`config.mk`:
```
export PLATFORM = sky130hd
export DESIGN_NAME = serial_subtractor_flat
export DESIGN_NICKNAME = d
export VERILOG_FILES = /design/src/rtl/serial_subtractor_if.sv /design/src/rtl/serial_subtractor.sv /design/src/flat_wrapper.sv
export SDC_FILE = /design/constraint.sdc
export NUM_CORES = 1
export LEC_CHECK = 0
export ABC_CLOCK_PERIOD_IN_PS = 1930
export CAP_MARGIN = 20
export CORE_MARGIN = 2
export CORE_UTILIZATION = 40
export CTS_CLUSTER_DIAMETER = 60
export DETAILED_ROUTE_END_ITERATION = 7
export PLACE_DENSITY = 0.74
export SYNTH_ARGS = -nofsm -noshare
export SYNTH_HDL_FRONTEND = slang
export SYNTH_SLANG_ARGS = --single-unit
```
`constraint.sdc`:
```
create_clock -name clk -period 1.93 [get_ports clk]
set_clock_uncertainty 0.15 [all_clocks]
set_input_delay 0.4825 -clock clk [delete_from_list [all_inputs] [get_ports clk]]
set_output_delay 0.4825 -clock clk [all_outputs]
set_load 0.02 [all_outputs]
```
`src/rtl/serial_subtractor_if.sv`:
```
// Start/done handshake and operand/result bus of the bit-serial subtractor.
// The master issues operations; the slave (the subtractor) returns results.
interface serial_subtractor_if #(
    parameter int unsigned WIDTH = 8
);
    logic             start;
    logic [WIDTH-1:0] A;
    logic [WIDTH-1:0] B;
    logic             busy;
    logic             done;
    logic [WIDTH-1:0] D;
    logic             b;

    modport master (
        output start, A, B,
        input  busy, done, D, b
    );

    modport slave (
        input  start, A, B,
        output busy, done, D, b
    );
endinterface

```
`src/rtl/serial_subtractor.sv`:
```
// Bit-serial A - B, LSB first, one bit per clock through a full-subtractor
// built from two chained half-subtractors. Result and final borrow are held until the next completion.
module serial_subtractor #(
    parameter int unsigned WIDTH = 8
) (
    input  logic               clk,
    input  logic               rst_n,
    serial_subtractor_if.slave bus
);

    localparam int unsigned CNT_W = (WIDTH > 1) ? $clog2(WIDTH) : 1;
    localparam logic [CNT_W-1:0] LAST_BIT = CNT_W'(WIDTH - 1);

    typedef enum logic [1:0] {
        S_IDLE  = 2'd0,
        S_SHIFT = 2'd1,
        S_DONE  = 2'd2
    } state_t;

    state_t           r_state;
    logic [WIDTH-1:0] r_a;
    logic [WIDTH-1:0] r_b;
    logic [WIDTH-1:0] r_res;
    logic             r_bin;
    logic [CNT_W-1:0] r_cnt;
    logic             r_busy;
    logic             r_done;
    logic [WIDTH-1:0] r_d_out;
    logic             r_b_out;

    logic             w_a0;
    logic             w_b0;
    logic             w_hs1_d;
    logic             w_hs1_bo;
    logic             w_diff;
    logic             w_hs2_bo;
    logic             w_bout;
    logic [WIDTH-1:0] w_res_next;

    // Full subtractor: first half-subtractor on a0/b0, second folds in the borrow-in.
    assign w_a0       = r_a[0];
    assign w_b0       = r_b[0];
    assign w_hs1_d    = w_a0 ^ w_b0;
    assign w_hs1_bo   = ~w_a0 & w_b0;
    assign w_diff     = w_hs1_d ^ r_bin;
    assign w_hs2_bo   = ~w_hs1_d & r_bin;
    assign w_bout     = w_hs1_bo | w_hs2_bo;
    assign w_res_next = {w_diff, r_res[WIDTH-1:1]};

    always_ff @(posedge clk or negedge rst_n) begin
        if (!rst_n) begin
            r_state <= S_IDLE;
            r_a     <= '0;
            r_b     <= '0;
            r_res   <= '0;
            r_bin   <= 1'b0;
            r_cnt   <= '0;
            r_busy  <= 1'b0;
            r_done  <= 1'b0;
            r_d_out <= '0;
            r_b_out <= 1'b0;
        end else begin
            case (r_state)
                S_IDLE, S_DONE: begin
                    r_done <= 1'b0;
                    if (bus.start) begin
                        r_a     <= bus.A;
                        r_b     <= bus.B;
                        r_bin   <= 1'b0;
                        r_cnt   <= '0;
                        r_busy  <= 1'b1;
                        r_state <= S_SHIFT;
                    end else begin
                        r_state <= S_IDLE;
                    end
                end
                S_SHIFT: begin
                    r_res <= w_res_next;
                    r_a   <= r_a >> 1;
                    r_b   <= r_b >> 1;
                    r_bin <= w_bout;
                    r_cnt <= r_cnt + CNT_W'(1);
                    // Last bit: publish the completed word and final borrow.
                    if (r_cnt == LAST_BIT) begin
                        r_d_out <= w_res_next;
                        r_b_out <= w_bout;
                        r_done  <= 1'b1;
                        r_busy  <= 1'b0;
                        r_state <= S_DONE;
                    end
                end
                default: begin
                    r_state <= S_IDLE;
                    r_busy  <= 1'b0;
                    r_done  <= 1'b0;
                end
            endcase
        end
    end

    assign bus.busy = r_busy;
    assign bus.done = r_done;
    assign bus.D    = r_d_out;
    assign bus.b    = r_b_out;

endmodule
```
`src/flat_wrapper.sv`:
```
// flat-port wrapper written by rule: the top's interface ports become plain ports
module serial_subtractor_flat 
#(
    parameter int unsigned WIDTH = 8
)
  (clk, rst_n, bus_start, bus_A, bus_B, bus_busy, bus_done, bus_D, bus_b);
  serial_subtractor_if #(.WIDTH(WIDTH)) bus_i ();
  input  logic clk;
  input  logic rst_n;
  input wire logic [$bits(bus_i.start)-1:0] bus_start;
  input wire logic [$bits(bus_i.A)-1:0] bus_A;
  input wire logic [$bits(bus_i.B)-1:0] bus_B;
  output wire logic [$bits(bus_i.busy)-1:0] bus_busy;
  output wire logic [$bits(bus_i.done)-1:0] bus_done;
  output wire logic [$bits(bus_i.D)-1:0] bus_D;
  output wire logic [$bits(bus_i.b)-1:0] bus_b;
  assign bus_i.start = bus_start;
  assign bus_i.A = bus_A;
  assign bus_i.B = bus_B;
  assign bus_busy = bus_i.busy;
  assign bus_done = bus_i.done;
  assign bus_D = bus_i.D;
  assign bus_b = bus_i.b;
  serial_subtractor #(.WIDTH(WIDTH)) u_core (.clk(clk), .rst_n(rst_n), .bus(bus_i));
endmodule
```
==> impl_metrics.csv, run 1 <==
group,metric,value,unit
floorplan,die_x,73.8,um
logic_synthesis,yosysTopAreaCellShare,50.1,%
sta,slew_violations,0,
finish,syn2layout_area_growth,21.1,%
floorplan,rows,25,
logic_synthesis,synth_top_family_by_area,"multiplexers",
finish,regArea,976,sq um
clock_tree,ctsHtreeMaxLevel,2,
worst_setup_path,crit_fanout,2,
sta,relSlewSlack,67.7,%
global_routing,track_usage,13.1,%
logic_synthesis,synth_compound_area_share,2.83,%
worst_setup_path,endpoint_kind,"output pin",
worst_setup_path,reg2reg_from,"u_core.r_cnt[0]",
worst_setup_path,critPathLaunchType,"flop",
clock_tree,cts_buffer_depth,2,
clock_tree,numCtsBuffers,5,
place,io_buffers,29,
place,place_congestion,0.695,
global_routing,antenna_found_initial,0,
logic_synthesis,synthXorXnorAreaFrac,0.450,%
floorplan,core_area,4720,sq um
place,hpwl,2.20,mm
finish,diodes,0,
finish,fillerInstances,414,
global_routing,grt_remaining_overflow,0,
floorplan,ios,30,
worst_setup_path,r2r_slack,0.27,ns
power,p_per_area,1460,nW/um^2
global_routing,grt_pass1_wl,5.35,mm
clock_tree,post_cts_buffers,0,
sta,setup_violations,0,
power,irDropWorstVdd,0.552,mV
worst_setup_path,max_stage_delay,0.60,ns
floorplan,initial_core_util,41.2,%
sta,worst_slew_pin_slew,0.484,ns
sta,fmax,533,MHz
route,drt_first_pass_iters,4,
sta,period_minus_slack,1.87,ns
logic_synthesis,ys_types,22,
sta,hold_viol_final,0,
finish,nets,188,
logic_synthesis,synth_seq_cells,39,
worst_setup_path,cp_cell_sequence,"clkdlybuf4s50_1",
worst_setup_path,r2r_end,"u_core.bus.D[1]",
worst_setup_path,ff2ff_path_depth,4,
outcome,run_status,"finished clean",
route,wl_per_cell,13.5,um
worst_setup_path,path_buf_inv,1,
logic_synthesis,ys.flop_type,"dfrtp_1",
sta,finalSetupTns,0,ns
logic_synthesis,seq_area_frac_synth,50.1,%
route,route.vias.total,1163,
floorplan,die_h,73.8,um
worst_setup_path,cp_data_arrival_time,1.24,ns
finish,drive_gt1_share,19.3,%
power,power_leakage,1.17,nW
route,drc,0,
logic_synthesis,synthSimpleGateAreaFrac,3.53,%
clock_tree,cts_hold_buf,0,
logic_synthesis,synth_edf_count,0,
logic_synthesis,syn-instance-count,136,
floorplan,die-area,5440,sq um
logic_synthesis,syn-num-nets,158,
clock_tree,clock_sinks,39,
logic_synthesis,synth_mux_area_share,35.1,%
worst_setup_path,crit_family,"buffers and inverters",
logic_synthesis,synth_warnings,0,
logic_synthesis,netlist_area,1950,sq um
worst_setup_path,cp.required,1.30,ns
global_routing,grt_pass1_vias,1199,
logic_synthesis,async_reset_ff_share,100,%
route,routed_wl,3.14,mm
place,pre_cts_slack,0.101,ns
worst_setup_path,critical_path_class,"flop to output pin",
clock_tree,path_clk_slew,0.07,ns
route,ant_nets,0,
clock_tree,clk_latency,0.29,ns
logic_synthesis,synth_area_per_cell,14.3,sq um
logic_synthesis,synth_largest_area_cell,"dfrtp_1",
route,drt_iter0_markers,72,
worst_hold_path,hold_class,"input port to async pin",
sta,fin_ws,0.0553,ns
logic_synthesis,synth_most_common_cell,"mux2i_1",
global_routing,grt_max_degree,40,
finish,multiInputGateArea,861,sq um
run,maxCapViolCount,0,
sta,rsz0062_at_grt,"no",
clock_tree,cts_tree,"yes",
logic_synthesis,synth.area.top_cells,"dfrtp_1 50%, mux2i_1 23%, mux2_4 6.2%",
route,via_per_inst,4.99,
worst_setup_path,slowest_stage,"clkdlybuf4s50_1",
logic_synthesis,ys_top_cells_by_count,"45 x mux2i_1, 39 x dfrtp_1, 10 x mux2_2, 8 x mux2_4, 4 x inv_1",
place,placed_cell_area,2260,sq um
clock_tree,root_buffer,"clkbuf_8",
finish,fin_area,2360,sq um
logic_synthesis,synth_fa_ha_area_share,2.31,%
sta,post-route-period-util,97.1,%
-- registers in the layout, indices dropped and copies added, names as in the netlist --
register and flops:
u_core.bus.busy 1, u_core.r_bin 1, u_core.bus.done 1, u_core.bus.b 1, u_core.r_a 8, u_core.r_b 8, u_core.r_cnt 3, u_core.r_res 7
u_core.bus.D 8, u_core.r_state 1
-- layout make-up --
| class | count | share of cell area [%] |
|---|---|---|
| Clock buffer | 6 | 3.50 |
| Multi-Input combinational cell | 83 | 36.5 |
| Inverter | 4 | 0.636 |
| Sequential cell | 39 | 41.4 |
| Tap cell | 67 | 3.55 |
| Clock inverter | 1 | 0.212 |
| Timing Repair Buffer | 33 | 14.3 |
-- cell usage in the layout (no fill, tap or decap) --
| cell type | n |
|---|---|
| xnor2_1 | 1 |
| or2b_1 | 1 |
| ha_1 | 2 |
| nor2_1 | 3 |
| inv_1 | 4 |
| buf_4 | 3 |
| nand2b_1 | 1 |
| buf_12 | 1 |
| mux2_4 | 8 |
| o2bb2ai_1 | 1 |
| mux2_2 | 10 |
| a32o_1 | 1 |
| dlygate4sd2_1 | 1 |
| nand2b_4 | 1 |
| clkinv_2 | 1 |
| dfrtp_1 | 39 |
| nand3b_4 | 1 |
| dlymetal6s2s_1 | 4 |
| fa_1 | 1 |
| mux2i_1 | 45 |
| clkbuf_8 | 6 |
| o21ai_0 | 2 |
| nand3_1 | 2 |
| buf_2 | 1 |
| clkdlybuf4s50_1 | 23 |
| a22o_1 | 3 |
-- report_power, final --
group,total (mW),leakage (nW),internal (mW),switching [mW]
logic,1.45,0.639,0.842,0.606
clock network,0.545,0.0470,0.280,0.265
registers,1.44,0.486,1.19,0.254
total,3.43,1.17,2.31,1.13
-- routing by layer --
metal	global-route usage [%]	part of all wire, %
met5	0	0
met4	5.45	1.8
met2	21.5	48
met1	15.7	45
met3	4.12	5.1
-- metrics by stage --
stage / total power, mW / std cells / hold slack, ns / util (%)
2_1_floorplan: 2.54 / 136 / 0.0369 / -
3_3_place_gp: 2.87 / 226 / 0.336 / 47.9
3_5_place_dp: 2.95 / 226 / 0.352 / 47.9
4_1_cts: 3.50 / 233 / 0.0970 / 49.7
5_1_grt: 3.69 / 233 / 0.115 / 50.0
6_report: 3.43 / 233 / 0.0848 / 50.0
-- cells by family after synthesis --
group / Yosys count
multiplexers: 63
flip-flops: 39
buffers and inverters: 14
AND/OR/NAND/NOR: 9
XOR/XNOR: 1
AO/OA/AOI/OAI: 7
adder cells (fa/ha/maj): 3
-- worst max-delay path by stage --
stage               startpoint  slack, ns  cells past startpoint              end
2_1_floorplan  u_core.r_cnt[0]       0.34                      5  u_core.bus.D[0]
3_3_place_gp         bus_start       0.16                      4  u_core.r_cnt[2]
3_5_place_dp         bus_start       0.10                      4  u_core.r_cnt[0]
4_1_cts        u_core.bus.done       0.03                      1         bus_done
5_1_grt           u_core.bus.b      0.001                      1            bus_b
6_report          u_core.bus.b       0.06                      1            bus_b
-- repair_timing --
action                                  in CTS  in global routing
endpoints found under the hold margin        0                  0
endpoints found under the setup margin       1                  4
gates resized for setup                      1                  4
No activity file was read; power rests on OpenSTA's default activity.
==> run 2: changes to the inputs <==
--- a/config.mk
+++ b/config.mk
@@ -10,8 +10,9 @@
 export CORE_MARGIN = 2
 export CORE_UTILIZATION = 40
 export CTS_CLUSTER_DIAMETER = 60
+export CTS_CLUSTER_SIZE = 25
 export DETAILED_ROUTE_END_ITERATION = 7
-export PLACE_DENSITY = 0.74
+export PLACE_DENSITY = 0.67
 export SYNTH_ARGS = -nofsm -noshare
 export SYNTH_HDL_FRONTEND = slang
 export SYNTH_SLANG_ARGS = --single-unit
==> run 2 against run 1 <==
Compared with the run above: sequential share of layout area fell by 0.73 points; maximum frequency decreased by 0.38%; clock-buffer cell count unchanged; clock power rose by 27%; die area unchanged; worst hold slack improved by 0.28 ns; core utilization rose by 0.90 points; first-iteration DRC count down 74%; highest routed layer unchanged.
==> impl_metrics.csv, run 2 (synthesis gave the netlist of run 1 again) <==
group,metric,value,unit
finish,diodes,0,
finish,syn2layout_area_growth,23.3,%
worst_setup_path,critPathLaunchType,"flop",
finish,layout_commonest_cell,"mux2i_1",
power,p_per_area,1500,nW/um^2
global_routing,grt_remaining_overflow,0,
finish,mostFrequentLayoutCells,"45 x mux2i_1, 39 x dfrtp_1, 25 x clkdlybuf4s50_1",
worst_setup_path,cp.required,1.30,ns
sta,rsz0062_at_grt,"no",
sta,fin_hold_ws,0.362,ns
worst_setup_path,crit_family,"buffers and inverters",
finish,layoutNonFillerInstCount,236,
route,drc,0,
route,drt_first_pass_iters,3,
finish,drive_gt1_share,20.1,%
route,wl_per_cell,13.8,um
floorplan,die_x,73.8,um
run,maxCapViolCount,0,
worst_hold_path,hold_class,"flop to flop",
clock_tree,numCtsBuffers,5,
worst_setup_path,cp_data_arrival_time,1.25,ns
worst_setup_path,endpoint_kind,"output pin",
worst_setup_path,max_stage_delay,0.61,ns
global_routing,track_usage,13.7,%
sta,fmax,531,MHz
clock_tree,root_buffer,"clkbuf_8",
power,finalPower,3.61,mW
route,routed_wl,3.26,mm
route,route.vias.total,1139,
global_routing,grt_max_degree,26,
worst_setup_path,path_buf_inv,1,
place,place_congestion,0.699,
global_routing,grt_pass1_wl,5.74,mm
place,io_buffers,29,
clock_tree,cts_buffer_depth,2,
floorplan,core_area,4720,sq um
sta,post-route-period-util,97.5,%
worst_setup_path,crit_fanout,2,
worst_setup_path,cp_cell_sequence,"clkdlybuf4s50_1",
route,ant_nets,0,
global_routing,antenna_found_initial,0,
floorplan,die_h,73.8,um
sta,hold_viol_final,0,
clock_tree,clock_sinks,39,
sta,finalSetupTns,0,ns
finish,nets,190,
clock_tree,post_cts_buffers,0,
place,dpl.cell_count,227,
power,irDropWorstVdd,0.469,mV
global_routing,grt_pass1_vias,1243,
sta,setup_violations,0,
sta,slew_violations,0,
route,via_per_inst,4.83,
floorplan,initial_core_util,41.2,%
sta,relSlewSlack,70.3,%
outcome,run_status,"finished clean",
clock_tree,cts_tree,"yes",
worst_setup_path,critical_path_class,"flop to output pin",
worst_setup_path,slowest_stage,"clkdlybuf4s50_1",
clock_tree,ctsHtreeMaxLevel,2,
sta,period_minus_slack,1.88,ns
power,power_leakage,1.17,nW
clock_tree,clk_latency,0.29,ns
route,drt_iter0_markers,19,
place,hpwl,2.34,mm
clock_tree,path_clk_slew,0.07,ns
floorplan,ios,30,
sta,worst_slew_pin_slew,0.446,ns
floorplan,rows,25,
floorplan,die-area,5440,sq um
finish,postLayoutCoreUtil,50.9,%
==> run 2: worst paths after layout <==
path | slack (ns) | startpoint | depth (start not counted) | end
hold reg to reg | 0.36 | u_core.bus.D[6] | 1 | u_core.bus.D[6]
setup reg to reg | 0.29 | u_core.r_cnt[0] | 4 | u_core.bus.D[0]
min in group asynchronous | 0.53 | rst_n | 2 | u_core.r_a[6]
max in group asynchronous | 0.63 | rst_n | 3 | u_core.r_res[4]
hold / removal | 0.36 | u_core.bus.D[6] | 1 | u_core.bus.D[6]
setup / recovery | 0.05 | u_core.bus.D[5] | 1 | bus_D[5]
==> run 2: metal layers <==
layer  wire length (um)  up-vias  GRT usage, %
li1                   -      549             -
met1               1520      557          18.0
met2               1590       31          22.6
met3                134        2          3.02
met4                 17        0          4.24
met5                  0        -             0
==> run 2: report_power, final <==
group	switching, mW	internal, mW	leakage, nW
Sequential	0.260	1.18	0.486
Combinational	0.617	0.850	0.620
Clock	0.275	0.418	0.0612
Total	1.15	2.45	1.17
==> run 2: area by class of cell <==
type,instances,area [sq um]
Timing Repair Buffer,35,349
Multi-Input combinational cell,83,861
Inverter,4,15.0
Clock inverter,2,35.0
Clock buffer,6,82.6
Fill cell,424,2320
Sequential cell,39,976
Tap cell,67,83.8
==> run 2: timing repair <==
action,4_1_cts,5_1_grt
endpoints found under the setup margin,1,2
gates cloned,0,0
resized for setup,1,2
hold endpoints to repair,11,0
hold buffers,1,0
==> run 2: metrics by stage <==
step | cell area [sq um] | setup slack [ns]
final | 2400 | 0.0482
after global routing | 2400 | 0.00187
after CTS | 2400 | 0.0238
after detailed placement | 2270 | 0.131
after global placement | 2270 | 0.179
after floorplan | 1950 | 0.339
